$ cat src/rtl/or_source_decoder.sv
// or_source_decoder
//   Companion to the board's OR-combining logic: tells downstream logic which
//   request line made the combined OR assert.
//   Each request line is synchronized and edge-detected in its own lane. On a
//   new rising edge the lowest-index rising source is captured as a one-hot
//   code plus a binary index. The capture is held until the consumer
//   acknowledges it.
//
// Ports
//   clk, resetn  system clock; asynchronous active-low reset
//   in_req       [N]       asynchronous request lines, active-high
//   any_o                  OR of the synchronized request lines
//   event_valid            a captured event is pending
//   event_src    [N]       one-hot captured source
//   event_idx    [IDX_W]   binary index of the captured source
//   event_multi            more than one line rose in the capture cycle
//   event_ack              consumer acknowledge (ignored when nothing is held)
//   event_cnt    [CNT_W]   total captured events, saturating
//   miss_cnt     [CNT_W]   cycles with rises dropped while holding, saturating

// Per-line synchronizer plus rising-edge detector.
module or_source_decoder_lane #(
  parameter int SYNC_STAGES = 2
) (
  input  logic clk,
  input  logic resetn,
  input  logic req_i,
  output logic sync_o,
  output logic rise_o
);
  logic [SYNC_STAGES-1:0] sync_q, sync_d;
  logic                   prev_q, prev_d;

  always_comb begin
    sync_d = {sync_q[SYNC_STAGES-2:0], req_i};
    prev_d = sync_q[SYNC_STAGES-1];
  end

  always_ff @(posedge clk or negedge resetn) begin
    if (!resetn) begin
      sync_q <= '0;
      prev_q <= 1'b0;
    end else begin
      sync_q <= sync_d;
      prev_q <= prev_d;
    end
  end

  assign sync_o = sync_q[SYNC_STAGES-1];
  // A level held high gives exactly one rise, because prev follows sync.
  assign rise_o = sync_q[SYNC_STAGES-1] & ~prev_q;
endmodule

module or_source_decoder #(
  parameter int N           = 3,
  parameter int SYNC_STAGES = 2,
  parameter int CNT_W       = 8
) (
  input  logic                 clk,
  input  logic                 resetn,
  input  logic [N-1:0]         in_req,
  output logic                 any_o,
  output logic                 event_valid,
  output logic [N-1:0]         event_src,
  output logic [$clog2(N)-1:0] event_idx,
  output logic                 event_multi,
  input  logic                 event_ack,
  output logic [CNT_W-1:0]     event_cnt,
  output logic [CNT_W-1:0]     miss_cnt
);
  localparam int IDX_W = $clog2(N);

  typedef enum logic {IDLE, HOLD} state_t;

  typedef struct packed {
    logic [N-1:0]     src;
    logic [IDX_W-1:0] idx;
    logic             multi;
  } evt_t;

  logic [N-1:0] sync, rise;

  for (genvar g = 0; g < N; g++) begin : g_lane
    or_source_decoder_lane #(.SYNC_STAGES(SYNC_STAGES)) u_lane (
      .clk    (clk),
      .resetn (resetn),
      .req_i  (in_req[g]),
      .sync_o (sync[g]),
      .rise_o (rise[g])
    );
  end

  assign any_o = |sync;

  // Lowest set bit of rise: scanning from the top down lets the lowest
  // index win. Only real lane indices are ever produced, so unused codes of
  // a non-power-of-two N cannot appear.
  logic [N-1:0]     low_oh;
  logic [IDX_W-1:0] low_idx;
  logic             rise_multi;

  always_comb begin
    low_oh  = '0;
    low_idx = '0;
    for (int i = N - 1; i >= 0; i--) begin
      if (rise[i]) begin
        low_oh    = '0;
        low_oh[i] = 1'b1;
        low_idx   = IDX_W'(i);
      end
    end
  end

  // Clearing the lowest set bit leaves something only if two or more rose.
  assign rise_multi = |(rise & (rise - N'(1)));

  state_t           state_q, state_d;
  evt_t             evt_q, evt_d;
  logic [CNT_W-1:0] evt_cnt_q, evt_cnt_d;
  logic [CNT_W-1:0] miss_cnt_q, miss_cnt_d;

  always_comb begin
    state_d    = state_q;
    evt_d      = evt_q;
    evt_cnt_d  = evt_cnt_q;
    miss_cnt_d = miss_cnt_q;
    case (state_q)
      IDLE: begin
        if (|rise) begin
          evt_d   = '{src: low_oh, idx: low_idx, multi: rise_multi};
          state_d = HOLD;
          if (evt_cnt_q != '1) evt_cnt_d = evt_cnt_q + CNT_W'(1);
        end
      end
      HOLD: begin
        // One miss per cycle, however many lines rose. A rise that arrives
        // with the ack is dropped too; it never re-triggers because prev is
        // already high by the next cycle.
        if ((|rise) && (miss_cnt_q != '1)) miss_cnt_d = miss_cnt_q + CNT_W'(1);
        // The captured fields are left in place on ack.
        if (event_ack) state_d = IDLE;
      end
      default: state_d = IDLE;
    endcase
  end

  always_ff @(posedge clk or negedge resetn) begin
    if (!resetn) begin
      state_q    <= IDLE;
      evt_q      <= '0;
      evt_cnt_q  <= '0;
      miss_cnt_q <= '0;
    end else begin
      state_q    <= state_d;
      evt_q      <= evt_d;
      evt_cnt_q  <= evt_cnt_d;
      miss_cnt_q <= miss_cnt_d;
    end
  end

  assign event_valid = (state_q == HOLD);
  assign event_src   = evt_q.src;
  assign event_idx   = evt_q.idx;
  assign event_multi = evt_q.multi;
  assign event_cnt   = evt_cnt_q;
  assign miss_cnt    = miss_cnt_q;
endmodule
$ cat config.mk
export PLATFORM = sky130hd
export DESIGN_NAME = or_source_decoder
export DESIGN_NICKNAME = d
export VERILOG_FILES = /design/src/rtl/or_source_decoder.sv
export SDC_FILE = /design/constraint.sdc
export NUM_CORES = 1
export LEC_CHECK = 0
export ABC_AREA = 1
export ABC_CLOCK_PERIOD_IN_PS = 1200
export CELL_PAD_IN_SITES_DETAIL_PLACEMENT = 0
export CELL_PAD_IN_SITES_GLOBAL_PLACEMENT = 1
export CORE_ASPECT_RATIO = 1.1
export CORE_MARGIN = 1
export CORE_UTILIZATION = 33
export DETAILED_ROUTE_END_ITERATION = 10
export HOLD_SLACK_MARGIN = 0.06
export PLACE_DENSITY_LB_ADDON = 0.25
export SYNTH_ARGS = -nofsm -noshare
export SYNTH_HDL_FRONTEND = slang
export SYNTH_HIERARCHICAL = 1
export SYNTH_SLANG_ARGS = --single-unit
$ cat constraint.sdc
create_clock -name clk -period 1.2 [get_ports clk]
set_input_delay 0.12 -clock clk [delete_from_list [all_inputs] [get_ports clk]]
set_output_delay 0.12 -clock clk [all_outputs]
set_load 0.03 [all_outputs]
==> qor.yml <==
worst_setup_path:
  end_kind: "primary output"
  cp_max_fo: 2
  crit_family: "flip-flops"
  critPathArrivalTime_ns: 1.19
  slowest_stage: "dfrtp_1"
  criticalPathCategory: "flip-flop to primary output"
  worstPathRequired_ns: 1.08
  max_stage_delay_ns: 0.37
  crit_buf_inv: 1
  worstPathCellList: "or3_1 -> buf_2"
  critPathLaunchType: "flip-flop"
synthesis:
  avgSynthCellArea_um2: 8.588
  synth_cell_types: 25
  synth_top_cell_by_area: "dfrtp_1"
  yosysWarnings: 6
  syn_nets: 177
  ys_ff_latch: 30
  syn_inst: 169
  synthTopCellsByArea: "dfrtp_1 52%, nand2_1 16%, inv_1 3.9%"
  yosysTopAreaCellShare_pct: 51.72
  seq_area_frac_synth_pct: 51.72
  synth_area_mm2: 0.001451
finish:
  post-route-util_pct: 54.01
  fillers: 394
  layout_common_cells: "52 x nand2_1, 41 x buf_4, 24 x dfrtp_1, 12 x inv_1, 11 x nand2_2"
  drive_above_1_share_pct: 45.49
  layout_commonest_cell: "nand2_1"
  fin_nets: 240
  diodes: 0
  area_growth_pct: 51.98
cts:
  cts-root-buf: "clkbuf_8"
  numCtsBuffers: 5
  clk_latency_ns: 0.28
  ctsHoldBuffers: 0
  cts.sinks: 30
  cts_tree: "built"
  clockBufferDepth: 2
  h-tree-depth: 2
  clk_pin_slew_ns: 0.07
detailed_routing:
  vias: 1329
  final_antenna_net_count: 0
  drc_errors: 0
  drt_iter0_drc: 37
  firstDrtPassIters: 4
  wl_per_cell_um: 11.71
  via_per_inst: 4.663
  wl_um: 3338
global_route:
  grt_max_degree: 31
  grt_pass1_wl_um: 5920
  grt_overflow_total: 0
  antenna_found_initial: 0
  grt_pass1_vias: 1368
  track_usage_pct: 16.69
die:
  boundaryPins: 30
  rows: 24
  coreArea_mm2: 0.004084
  die_x_um: 65.23
  die_h_um: 71.56
  dieArea_mm2: 0.004668
  initial_core_util_pct: 35.54
outcome:
  status: "finished with violations"
  violations: "setup timing"
sta:
  setup_viol: 19
  fmax_mhz: 764.1
  max_slew.worst_pin.slew_ns: 0.3044
  period_needed_ns: 1.309
  maxSlewHeadroom_pct: 79.79
  hold_violations: 0
  timing.final.ws_setup_ns: -0.1087
  rsz0062_at_grt: "true"
  skew_ns: 0.005323
  fin_crit_sh_pct: 109.1
  final_max_slew_viol_count: 0
pwr:
  p_per_area_mw_per_mm2: 1867
  total_power_uw: 4118
  vdd_drop_max_mv: 0.9471
  p_leak_uw: 0.001075
placement:
  port_buffers: 29
  routabilityCongestion: 0.7805
  dp_hpwl_um: 2349
flow_run:
  drv_cap: 0
worst_hold_path:
  hp-class: "input port to asynchronous set/reset pin"
==> power by group <==
| group | switching [uW] | leakage (uW) | internal (uW) |
|---|---|---|---|
| clock | 383 | 0.0000472 | 460 |
| combinational | 1030 | 0.000654 | 769 |
| sequential | 247 | 0.000374 | 1230 |
| total | 1660 | 0.00107 | 2460 |
==> final timing paths <==
kind	slack [ns]	cells after the start	endpoint	start
setup / recovery	-0.11	2	any_o	g_lane[1].u_lane/sync_q[1]
hold / removal	0.21	2	event_src[0]	resetn
setup reg to reg	-0.10	8	miss_cnt[2]	g_lane[0].u_lane/sync_q[1]
hold reg to reg	0.35	0	g_lane[2].u_lane/sync_q[1]	g_lane[2].u_lane/sync_q[0]
max in group asynchronous	0.82	2	event_cnt[0]	resetn
min in group clk	0.27	1	g_lane[0].u_lane/sync_q[0]	in_req[0]
==> logic make-up (layout without fill, tap and decap cells) <==
family | Yosys count | count (layout) | share of synthesized area (%)
AND/OR/NAND/NOR | 99 | 99 | 32.07
XOR/XNOR | 6 | 6 | 3.621
buffers and inverters | 20 | 84 | 5.775
flip-flops | 30 | 30 | 51.72
adder cells (fa/ha/maj) | 2 | 2 | 1.724
AO/OA/AOI/OAI | 12 | 12 | 5.086
==> sequential cells by signal, indices dropped and copies added (netlist names) <==
register and flops:
event_cnt 8, event_multi 1, event_src 3, event_valid 1, g_lane.u_lane/prev_q 3, g_lane.u_lane/sync_q 6
miss_cnt 8
==> worst register-to-register path, stage by stage, from the launching register on <==
cell and delay (ns):
dfrtp_1 0.39, buf_6 0.12, inv_4 0.05, nor2_4 0.03, nor2_4 0.21, nand2_8 0.10, nand3_4 0.18, nand2_2 0.09
o21ai_2 0.06
==> metrics by stage <==
step	setup WS [ns]	area (um2)	std cells	hold slack, ns	setup TNS [ns]
2_1_floorplan	-0.05644	1506	169	-0.1756	-0.4780
3_3_place_gp	-0.2243	1977	269	0.3378	-1.335
3_5_place_dp	-0.2350	1977	269	0.3387	-2.155
4_1_cts	-0.2381	2188	284	0.2036	-1.643
5_1_grt	-0.2028	2206	285	0.2144	-3.741
6_report	-0.1087	2206	285	0.2059	-1.363
==> cell type report <==
| cell class | count | area (um2) | area share, % |
|---|---|---|---|
| Multi-Input combinational cell | 119 | 750.7 | 34.03 |
| Sequential cell | 30 | 758.2 | 34.37 |
| Timing Repair Buffer | 59 | 470.5 | 21.33 |
| Inverter | 17 | 66.31 | 3.006 |
| Clock inverter | 2 | 12.51 | 0.5672 |
| Clock buffer | 6 | 82.58 | 3.744 |
| Tap cell | 52 | 65.06 | 2.950 |
==> what timing repair did <==
action                     in CTS  in global routing
resized for setup              35                 22
setup buffers                   7                  1
pin swaps                      13                 11
setup endpoints to repair      29                 27
==> layer usage <==
layer | up-vias | share of wire (%) | global-route usage [%]
met2 | 30 | 56 | 31.04
li1 | 651 | - | -
met3 | 6 | 3.8 | 4.459
met4 | 0 | 1.5 | 5.797
met5 | - | 0 | 0
met1 | 642 | 39 | 17.86
==> Yosys cell counts, drive strengths merged <==
| library cell | n |
|---|---|
| a21oi | 5 |
| buf | 3 |
| dfrtp | 30 |
| ha | 2 |
| inv | 17 |
| nand2 | 67 |
| nand3 | 9 |
| nand3b | 1 |
| nand4 | 3 |
| nor2 | 18 |
| o21ai | 6 |
| o31ai | 1 |
| or3 | 1 |
| xnor2 | 4 |
| xor2 | 2 |
No activity file was read; power rests on OpenSTA's default activity.
